==> config.mk <==
export PLATFORM = sky130hd
export DESIGN_NAME = wb_elf_loader
export DESIGN_NICKNAME = d
export VERILOG_FILES = /design/src/rtl/wb_elf_loader.sv
export SDC_FILE = /design/constraint.sdc
export NUM_CORES = 1
export LEC_CHECK = 0
export ABC_CLOCK_PERIOD_IN_PS = 2460
export BUFFER_PORTS_ARGS = -buffer_cell sky130_fd_sc_hd__buf_2
export CORE_MARGIN = 3
export CORE_UTILIZATION = 49
export CTS_CLUSTER_DIAMETER = 200
export DETAILED_ROUTE_END_ITERATION = 10
export PLACE_DENSITY_LB_ADDON = 0.25
export SLEW_MARGIN = 20
export SYNTH_ARGS = -nofsm -noshare
export SYNTH_HDL_FRONTEND = slang
export SYNTH_SLANG_ARGS = --single-unit
export TNS_END_PERCENT = 1
==> constraint.sdc <==
create_clock -name wb_clk_i -period 2.46 [get_ports wb_clk_i]
set_input_delay 0.492 -clock wb_clk_i [delete_from_list [all_inputs] [get_ports wb_clk_i]]
set_output_delay 0.492 -clock wb_clk_i [all_outputs]
set_load 0.01 [all_outputs]
==> src/rtl/wb_elf_loader.sv <==
// Streams a word image into memory over a Wishbone master, holding the CPU in reset
// until the whole image has been acknowledged. Retries on rty, aborts on err.
module wb_elf_loader #(
  parameter logic [31:0] BASE_ADDR   = 32'h00000000,
  parameter int          MAX_WORDS   = 2000,
  parameter int          RETRY_LIMIT = 4
) (
  input  logic        wb_clk_i,
  input  logic        wb_rst_i,
  input  logic        start_i,
  input  logic [31:0] length_i,
  input  logic [31:0] s_data_i,
  input  logic        s_valid_i,
  output logic        s_ready_o,
  output logic [31:0] wbm_adr_o,
  output logic [31:0] wbm_dat_o,
  output logic [3:0]  wbm_sel_o,
  output logic        wbm_we_o,
  output logic        wbm_cyc_o,
  output logic        wbm_stb_o,
  output logic [2:0]  wbm_cti_o,
  output logic [1:0]  wbm_bte_o,
  input  logic        wbm_ack_i,
  input  logic        wbm_err_i,
  input  logic        wbm_rty_i,
  output logic        cpu_rst_o,
  output logic        busy_o,
  output logic        done_o,
  output logic        error_o,
  output logic [31:0] words_o
);

  localparam logic [2:0] S_IDLE    = 3'd0;
  localparam logic [2:0] S_FETCH   = 3'd1;
  localparam logic [2:0] S_WRITE   = 3'd2;
  localparam logic [2:0] S_BACKOFF = 3'd3;
  localparam logic [2:0] S_DONE    = 3'd4;
  localparam logic [2:0] S_ERROR   = 3'd5;

  localparam logic [31:0] MAX_LEN   = 32'(MAX_WORDS);
  localparam logic [31:0] RETRY_MAX = 32'(RETRY_LIMIT);

  logic [2:0]  r_state;
  logic [31:0] r_len;
  logic [31:0] r_count;
  logic [31:0] r_retry;
  logic [31:0] r_data;

  logic        w_write;
  logic [31:0] w_count_inc;

  assign w_write     = (r_state == S_WRITE);
  assign w_count_inc = r_count + 32'd1;

  always_ff @(posedge wb_clk_i) begin
    if (wb_rst_i) begin
      r_state <= S_IDLE;
      r_len   <= 32'd0;
      r_count <= 32'd0;
      r_retry <= 32'd0;
      r_data  <= 32'd0;
    end else begin
      case (r_state)
        S_IDLE: begin
          if (start_i) begin
            if (length_i == 32'd0) begin
              r_state <= S_DONE;
            end else if (length_i > MAX_LEN) begin
              r_state <= S_ERROR;
            end else begin
              r_len   <= length_i;
              r_count <= 32'd0;
              r_retry <= 32'd0;
              r_state <= S_FETCH;
            end
          end
        end
        S_FETCH: begin
          if (s_valid_i) begin
            r_data  <= s_data_i;
            r_state <= S_WRITE;
          end
        end
        S_WRITE: begin
          // err outranks rty, which outranks ack, when several arrive together
          if (wbm_err_i) begin
            r_state <= S_ERROR;
          end else if (wbm_rty_i) begin
            if (r_retry == RETRY_MAX) begin
              r_state <= S_ERROR;
            end else begin
              r_retry <= r_retry + 32'd1;
              r_state <= S_BACKOFF;
            end
          end else if (wbm_ack_i) begin
            r_count <= w_count_inc;
            r_retry <= 32'd0;
            r_state <= (w_count_inc == r_len) ? S_DONE : S_FETCH;
          end
        end
        S_BACKOFF: r_state <= S_WRITE;
        S_DONE:    r_state <= S_DONE;
        S_ERROR:   r_state <= S_ERROR;
        default:   r_state <= S_IDLE;
      endcase
    end
  end

  // Bus outputs are decoded from state so they read zero everywhere outside WRITE
  assign wbm_cyc_o = w_write;
  assign wbm_stb_o = w_write;
  assign wbm_we_o  = w_write;
  assign wbm_sel_o = w_write ? 4'hF : 4'h0;
  assign wbm_cti_o = 3'b000;
  assign wbm_bte_o = 2'b00;
  assign wbm_adr_o = w_write ? (BASE_ADDR + {r_count[29:0], 2'b00}) : 32'd0;
  assign wbm_dat_o = w_write ? r_data : 32'd0;

  assign s_ready_o = (r_state == S_FETCH);
  assign busy_o    = (r_state == S_FETCH) || w_write || (r_state == S_BACKOFF);
  assign done_o    = (r_state == S_DONE);
  assign error_o   = (r_state == S_ERROR);
  assign cpu_rst_o = (r_state != S_DONE);
  assign words_o   = r_count;

endmodule

==> reports/metrics.csv, run 1 <==
metric,value,unit
status,finished with violations,
failing checks,setup timing,
Most used DFF post-synth,dfxtp_1,
"Net count, final",1284,
worst setup margin,-0.0455,ns
Non-Filler Instances,1406,
Die W,130,µm
Clk pwr share,45.1,%
flop and latch count out of synthesis,131,
Syn Area/Cell,7.74,µm²
largest net degree at the start of global routing,49,
number of synthesized flops with an enable pin,0,
Post-Synth Adder-Cell Area,0.502,%
most frequent cells in the layout,"176 x buf_2, 123 x dfxtp_1, 122 x buf_4",
R2R Setup Slk,-0.05,ns
vias,8103,
Yosys warnings,0,
crit path DAT,2.88,ns
clk_lat worst skew,0.43,ns
Worst setup EP type,register,
die span in y,130,µm
unrepaired setup endpoints after global routing,true,
met3 Use GR,5.89,%
Gate Count Post-Synth,966,
Initial DRC Count,702,
M1 GR Usage,38.4,%
Comb pwr share,13.3,%
CP required,2.83,ns
clock tree sinks,131,
gr usage total,27.2,%
met2 Use GR,41.5,%
post-place instance area,9170,µm²
Net Sw Power,0.00153,W
slew margin rel.,35.9,%
wire per inst,16.6,µm
area delta synth->final,31.8,%
drt total wl,23.3,mm
clock-pin slew on the worst setup and hold paths,0.06,ns
Simple-Gate Fraction of Synth Area,32.5,%
Least-Margin Pin Slew,0.937,ns
n_diodes,0,
Routed Antenna Nets,0,
Yosys cell types,69,
Initial Utilization,50.7,%
TritonCTS clock tree,done,
compound-gate portion of the synthesized area,17.2,%
CP max FO,6,
total congestion overflow,0,
Int Pwr,0.00386,W
Post-DP HPWL,16.6,mm
Sw Share,28.3,%
Max-cap violations,0,
H-tree Lvls,4,
Die ar.,16800,µm²
hold_buf cts,0,
Final min period,2.51,ns
max-slew violations,0,
Residual DRC,0,
"most common cell after layout, fill and taps aside",buf_2,
sequential cell area fraction in the yosys report,35.1,%
Initial DRT Pass Iterations,8,
busiest layer in global routing,met2,
total power,0.00539,W
Placer Congestion,0.912,
fill count,1281,
Max Clk Rate,399,MHz
largest family of logic cells by synthesized area,simple AND/OR/NAND/NOR gates,
Final Hold Vio Count,0,
CTS Root Cell,clkbuf_16,
DR vias/cell,5.76,
Ports,184,
Rows,44,
global-route wire length before repair,36.7,mm
WS Path Type,reg -> reg,
cell area after synthesis,7480,µm²
Post-Synth XOR/XNOR Area,5.86,%
post-placement cell count,1369,
startpoint types,register,
PD cells,547,nW/µm²
Reg power frac,41.6,%
core area,14800,µm²
final setup vio count,2,
total CTS buffers,17,
pre-CTS setup slack,-0.467,ns
Leak Pwr,4.15,nW
CTS Buffer Depth,2,
layout cells sized above 1,31.0,%
post-synthesis mux area share,1.89,%
clk_skew,0.00823,ns
post-route design area,9860,µm²
port bufs,176,
antenna violations before repair,0,
async set-reset flop share out of synthesis,0,%
vias in the first global route,7215,
Worst VDD drop,0.567,mV
Tcrit/Tclk final,102,%
min-delay worst type,in -> reg,
-- kinds of logic after synthesis --
logic type / Yosys count
buffers and inverters: 104
other: 1
XOR/XNOR: 50
AO/OA/AOI/OAI: 216
flip-flops: 131
multiplexers: 14
AND/OR/NAND/NOR: 447
adder cells (fa/ha/maj): 3
-- cell type report --
type | instances | area [µm²] | share of cell area [%]
Clock inverter | 14 | 130 | 1.32
Timing Repair Buffer | 306 | 1930 | 19.6
Multi-Input combinational cell | 737 | 4440 | 45.0
Inverter | 17 | 66.3 | 0.673
Clock buffer | 17 | 425 | 4.32
Tap cell | 184 | 230 | 2.34
Sequential cell | 131 | 2640 | 26.8
-- power groups by stage --
stage                     Sequential, W  Combinational (W)  Clock [W]
final                           0.00224           0.000716    0.00243
after global routing            0.00225           0.000793    0.00256
after CTS                       0.00224           0.000702    0.00245
after detailed placement        0.00229           0.000698          0
after global placement          0.00229           0.000690          0
after floorplan                 0.00228           0.000443          0
-- synthesized netlist by cell type (all sizes together) (3+ instances only) --
master | count | share of area, %
o2111ai | 3 | 0.59
nor3 | 23 | 1.5
xor2 | 20 | 2.3
a21oi | 101 | 6.8
o21ai | 49 | 3.3
a31oi | 13 | 1.1
clkbuf | 56 | 3.3
and4 | 13 | 1.5
ha | 3 | 0.50
and3 | 12 | 1.0
o211ai | 7 | 0.70
and2 | 86 | 7.2
nor4 | 24 | 2.2
or3 | 31 | 2.7
nor3b | 3 | 0.30
nand3 | 28 | 1.9
nand4 | 25 | 2.5
buf | 31 | 2.7
or4 | 20 | 2.0
dfxtp | 131 | 35
o22ai | 5 | 0.50
o31ai | 8 | 0.80
a211oi | 3 | 0.30
nand2 | 109 | 5.5
a41oi | 3 | 0.35
mux2i | 13 | 1.7
xnor2 | 30 | 3.5
nor2 | 62 | 3.1
o21a | 4 | 0.40
inv | 17 | 0.85
a2111oi | 4 | 0.47
-- path summary, 6_finish.rpt --
| kind | start | endpoint | depth (start not counted) |
|---|---|---|---|
| max | words_o[0] | r_state[2] | 9 |
| min reg2reg | r_data[1] | r_data[1] | 2 |
| min | s_data_i[9] | r_data[9] | 3 |
| max reg2reg | words_o[0] | r_state[2] | 9 |
-- critical path, cell delays in order (launching register included) --
cell     delay (ns)
dfxtp_4        0.36
ha_2           0.17
and3_1         0.18
buf_4          0.15
a21oi_1        0.09
nor4_1         0.48
nand4_1        0.24
nor4_1         0.32
and4_1         0.29
o211a_1        0.16
-- layer usage --
| metal | routed length (µm) | vias up |
|---|---|---|
| met5 | 0 | - |
| met4 | 479 | 0 |
| met3 | 1830 | 45 |
| met2 | 10600 | 363 |
| met1 | 10400 | 3781 |
| li1 | - | 3914 |
-- per-stage QoR --
stage,hold slack (ns),TNS (ns),util (%)
finish,0.292,-0.0767,66.8
global route,0.286,-0.127,66.8
CTS,0.285,0,66.0
detailed placement,0.444,-24.93,62.1
global placement,0.437,-19.68,62.1
floorplan,0.432,-0.227,-
-- what timing repair did --
| action | CTS | global route |
|---|---|---|
| setup endpoints to repair | 43 | 84 |
| pin swaps | 0 | 4 |
| buffers inserted | 0 | 6 |
| gates resized for setup | 8 | 21 |
-- sequential cells by signal, indices dropped and copies added, names as in the netlist --
signal   count
r_state      3
r_retry     32
r_len       32
r_data      32
words_o     32
(Power assumes the default switching activity.)
==> run 2: changes to the inputs <==
- REMOVE_ABC_BUFFERS: default -> 1
==> reports/metrics.csv, run 2 (same netlist as run 1, synthesis figures left out) <==
metric,value,unit
layout cells sized above 1,32.6,%
gr usage total,27.2,%
clock tree sinks,131,
Die ar.,16800,µm²
Tcrit/Tclk final,102,%
post-placement cell count,1372,
vias in the first global route,7353,
CP required,2.77,ns
Clk pwr share,46.7,%
Least-Margin Pin Slew,0.724,ns
Initial DRT Pass Iterations,5,
WHS Endpoint,r_data[26],
Final Hold Vio Count,0,
Initial DRC Count,748,
Max Clk Rate,400,MHz
CTS Root Cell,clkbuf_16,
worst setup margin,-0.0380,ns
total congestion overflow,0,
Non-Filler Instances,1409,
clk_skew,0.0105,ns
crit path DAT,2.81,ns
Initial Utilization,50.7,%
CTS Buffer Depth,2,
reg-to-reg startpoint,words_o[3],
Die W,130,µm
unrepaired setup endpoints after global routing,true,
slew margin rel.,51.1,%
PD cells,551,nW/µm²
total negative slack,-0.0555,ns
CP max FO,8,
max-slew violations,0,
Placer Congestion,0.908,
Worst setup EP type,register,
Net Sw Power,0.00149,W
n_diodes,0,
Hold Path Origin,s_data_i[26],
total CTS buffers,17,
antenna violations before repair,0,
Residual DRC,0,
core area,14800,µm²
wire per inst,16.5,µm
largest net degree at the start of global routing,54,
port bufs,176,
clock-pin slew on the worst setup and hold paths,0.06,ns
drt total wl,23.2,mm
Comb pwr share,12.8,%
end of the worst register-to-register path,r_state[2],
global-route wire length before repair,36.6,mm
min-delay worst type,in -> reg,
area delta synth->final,34.3,%
startpoint types,register,
clk_lat worst skew,0.42,ns
R2R Setup Slk,-0.04,ns
Post-DP HPWL,16.5,mm
die span in y,130,µm
Hold Path Stages,3,
Util after Layout,68.1,%
most frequent cells in the layout,"176 x buf_2, 121 x dfxtp_1, 120 x buf_4",
failing checks,setup timing,
Max-cap violations,0,
vias,8053,
Routed Antenna Nets,0,
Leak Pwr,4.20,nW
TritonCTS clock tree,done,
"Net count, final",1286,
Ports,184,
DR vias/cell,5.72,
hold_buf cts,0,
H-tree Lvls,4,
final setup vio count,2,
WS Path Type,reg -> reg,
Worst VDD drop,0.556,mV
Sw Share,27.0,%
Rows,44,
"most common cell after layout, fill and taps aside",buf_2,
status,finished with violations,
Int Pwr,0.00404,W
Worst Reg2Reg Path Length in Cells,11,
Final min period,2.50,ns
Reg power frac,40.6,%
[run 2: worst max-delay path, stage by stage, from the launching register on]
cell and delay (ns):
dfxtp_1 0.34, buf_4 0.18, nand4_1 0.20, buf_4 0.20, nor2_1 0.20, buf_4 0.21
nor3_1 0.07, o32ai_2 0.33, a2111oi_4 0.07, buf_4 0.18, and4_4 0.20, o211a_1 0.21
[run 2: metrics by stage]
step           setup WS (ns)  cell area (µm²)  hold slack (ns)  power, W
2_1_floorplan          -1.28             7050            0.426   0.00263
3_3_place_gp          -0.416             9160            0.437   0.00295
3_5_place_dp          -0.459             9160            0.442   0.00297
4_1_cts              -0.0142             9900            0.288   0.00555
5_1_grt               -0.102            10000            0.293   0.00575
6_report             -0.0380            10000            0.298   0.00553
[run 2: routing by layer]
layer / vias to the layer above / global-route usage, % / share of wire [%]
met5: - / 0 / 0
met4: 0 / 8.92 / 2.0
met3: 40 / 5.65 / 7.0
met2: 304 / 43.0 / 48
met1: 3790 / 37.2 / 43
li1: 3919 / - / -
[run 2: worst max-delay path by stage]
stage / from / end / slack, ns / cells past startpoint
2_1_floorplan: r_state[1] / r_retry[27] / -1.28 / 6
3_3_place_gp: words_o[22] / r_state[0] / -0.42 / 8
3_5_place_dp: length_i[2] / r_retry[9] / -0.46 / 9
4_1_cts: words_o[20] / r_state[2] / -0.01 / 8
5_1_grt: words_o[3] / r_state[2] / -0.10 / 10
6_report: words_o[3] / r_state[2] / -0.04 / 11
[run 2: final cells by class]
class / instances / area, µm²
flip-flops and latches: 131 / 2640
inverters: 17 / 63.8
repair buffers: 308 / 1950
fillers: 1254 / 4710
well taps: 184 / 230
multi-input cells: 737 / 4560
clock buffers: 20 / 457
clock inverters: 12 / 144
[run 2: power by group through the flow]
stage / clock network (W) / logic [W] / registers, W
3_3_place_gp: 0 / 0.000670 / 0.00228
3_5_place_dp: 0 / 0.000687 / 0.00229
6_report: 0.00258 / 0.000707 / 0.00224
5_1_grt: 0.00272 / 0.000780 / 0.00225
4_1_cts: 0.00261 / 0.000699 / 0.00224
2_1_floorplan: 0 / 0.000344 / 0.00229
[run 2: what timing repair did]
item	4_1_cts	5_1_grt
pin swaps	9	6
resized for setup	35	26
endpoints found under the setup margin	48	111
buffers inserted	5	1
==> run 3: changes to the inputs <==
- ABC_CLOCK_PERIOD_IN_PS: 2460 -> default
- GPL_TIMING_DRIVEN: default -> 0
==> reports/metrics.csv, run 3 (same netlist as run 1, synthesis figures left out) <==
metric,value,unit
status,finished with violations,
failing checks,setup timing,
Final min period,2.49,ns
Worst Reg2Reg Path Length in Cells,7,
"most common cell after layout, fill and taps aside",buf_2,
Placer Congestion,0.915,
Rows,44,
DR vias/cell,5.85,
reg-to-reg startpoint,words_o[3],
Initial Utilization,50.7,%
gr usage total,26.2,%
Die W,130,µm
Residual DRC,0,
die span in y,130,µm
"delay-heaviest family, CP",simple AND/OR/NAND/NOR gates,
Net Sw Power,0.00156,W
Reg power frac,40.8,%
wire per inst,17.3,µm
WS Path Type,reg -> reg,
R2R Setup Slk,-0.03,ns
Clk pwr share,46.8,%
Hold Path Stages,3,
max-slew violations,0,
n_diodes,0,
post-route design area,9370,µm²
Die ar.,16800,µm²
busiest layer in global routing,met2,
M1 GR Usage,34.9,%
Initial DRC Count,858,
final setup vio count,5,
Least-Margin Pin Slew,0.739,ns
hold_buf cts,0,
total congestion overflow,0,
clock-pin slew on the worst setup and hold paths,0.06,ns
area delta synth->final,25.3,%
met2 Use GR,42.0,%
vias in the first global route,6965,
antenna violations before repair,1,
Leak Pwr,3.70,nW
clock tree sinks,131,
cell count along the critical path,7,
Ports,184,
vias,7613,
CP startpoint,words_o[3],
Post-DP HPWL,14.2,mm
min-delay worst type,in -> reg,
Max Clk Rate,401,MHz
Initial DRT Pass Iterations,6,
H-tree Lvls,4,
CTS Buffer Depth,2,
largest net degree at the start of global routing,53,
total negative slack,-0.115,ns
unrepaired setup endpoints after global routing,true,
Setup crit end,r_state[2],
Critical path buffers and inverters,0,
CTS Root Cell,clkbuf_16,
Hold WS,0.294,ns
port bufs,176,
"Net count, final",1179,
end of the worst register-to-register path,r_state[2],
CP required,2.83,ns
Int Pwr,0.00398,W
most frequent cells in the layout,"174 x buf_2, 105 x nand2_1, 101 x a21oi_1",
Max-cap violations,0,
Worst setup EP type,register,
startpoint types,register,
clk_lat worst skew,0.43,ns
drt total wl,22.6,mm
post-place instance area,8230,µm²
Routed Antenna Nets,0,
layout cells sized above 1,28.4,%
PD cells,591,nW/µm²
Worst VDD drop,0.486,mV
TritonCTS clock tree,done,
Comb pwr share,12.4,%
total CTS buffers,17,
CP max FO,9,
worst setup margin,-0.0334,ns
global-route wire length before repair,35.5,mm
crit path cell chain,and4_4 > nand4_4 > or4_4 > xnor2_1 > a2111oi_1 > and4_1 > o211a_1,
Sw Share,28.1,%
Final Hold Vio Count,0,
met3 Use GR,6.31,%
Tcrit/Tclk final,101,%
slew margin rel.,50.7,%
slowest cell on the critical path,or4_4,
clk_skew,0.00963,ns
crit-path max cell delay,0.61,ns
core area,14800,µm²
crit path DAT,2.86,ns
==> run 3: cell types whose count changed in the layout (fill, tap and decap cells not counted), moves of 3 or more <==
cell     before  now
nor4_2        6    1
nor2_1       59   56
dfxtp_4       0   26
nor2_4        1    5
dfxtp_1     121   99
buf_4       120   20
nand2_1     108  105
buf_6         8    2
nor4_1       17   21
dfxtp_2      10    6
==> run 3: worst register-to-register path, cell delays in order (launching register included) <==
cell and delay, ns:
dfxtp_4 0.41, and4_4 0.32, nand4_4 0.17, or4_4 0.62, xnor2_1 0.16, a2111oi_1 0.29, and4_1 0.31, o211a_1 0.16
==> run 3: worst min-delay path by stage <==
stage | from | to | slack [ns]
after floorplan | r_data[0] | r_data[0] | 0.43
after global placement | r_data[20] | r_data[20] | 0.44
after detailed placement | r_data[24] | r_data[24] | 0.44
after CTS | s_data_i[7] | r_data[7] | 0.28
after global routing | s_data_i[23] | r_data[23] | 0.29
final | s_data_i[27] | r_data[27] | 0.29
==> run 3: power by group through the flow <==
stage | sequential (W) | combinational (W) | clock (W)
after floorplan | 0.00229 | 0.000344 | 0
after global placement | 0.00230 | 0.000579 | 0
after detailed placement | 0.00230 | 0.000602 | 0
after CTS | 0.00227 | 0.000665 | 0.00261
after global routing | 0.00227 | 0.000758 | 0.00271
final | 0.00226 | 0.000686 | 0.00259
==> run 3: per-layer routing <==
metal,part of all wire [%],wire (µm)
met4,1.7,375
met2,49,11000
met5,0,0
met3,6.9,1560
met1,42,9580
==> run 3: final cells by class <==
class,instances,area [µm²]
clock buffers,19,453
clock inverters,13,149
fillers,1332,5380
inverters,17,86.3
multi-input cells,740,4630
flip-flops and latches,131,2730
well taps,184,230
repair buffers,198,1090
==> run 3: per-stage QoR <==
step	util, %	worst slack (ns)	power [W]	std cells
final	63.5	-0.0334	0.00554	1302
after global routing	63.5	-0.146	0.00574	1302
after CTS	61.9	-0.0895	0.00554	1292
after detailed placement	55.8	-1.32	0.00290	1247
after global placement	55.3	-2.79	0.00288	1245
after floorplan	-	-1.28	0.00263	885
==> run 3: timing repair <==
action / 4_1_cts / 5_1_grt
setup endpoints to repair: 156 / 89
buffers inserted: 10 / 10
resized for setup: 80 / 42
pin swaps: 12 / 10
cloned: 3 / 0
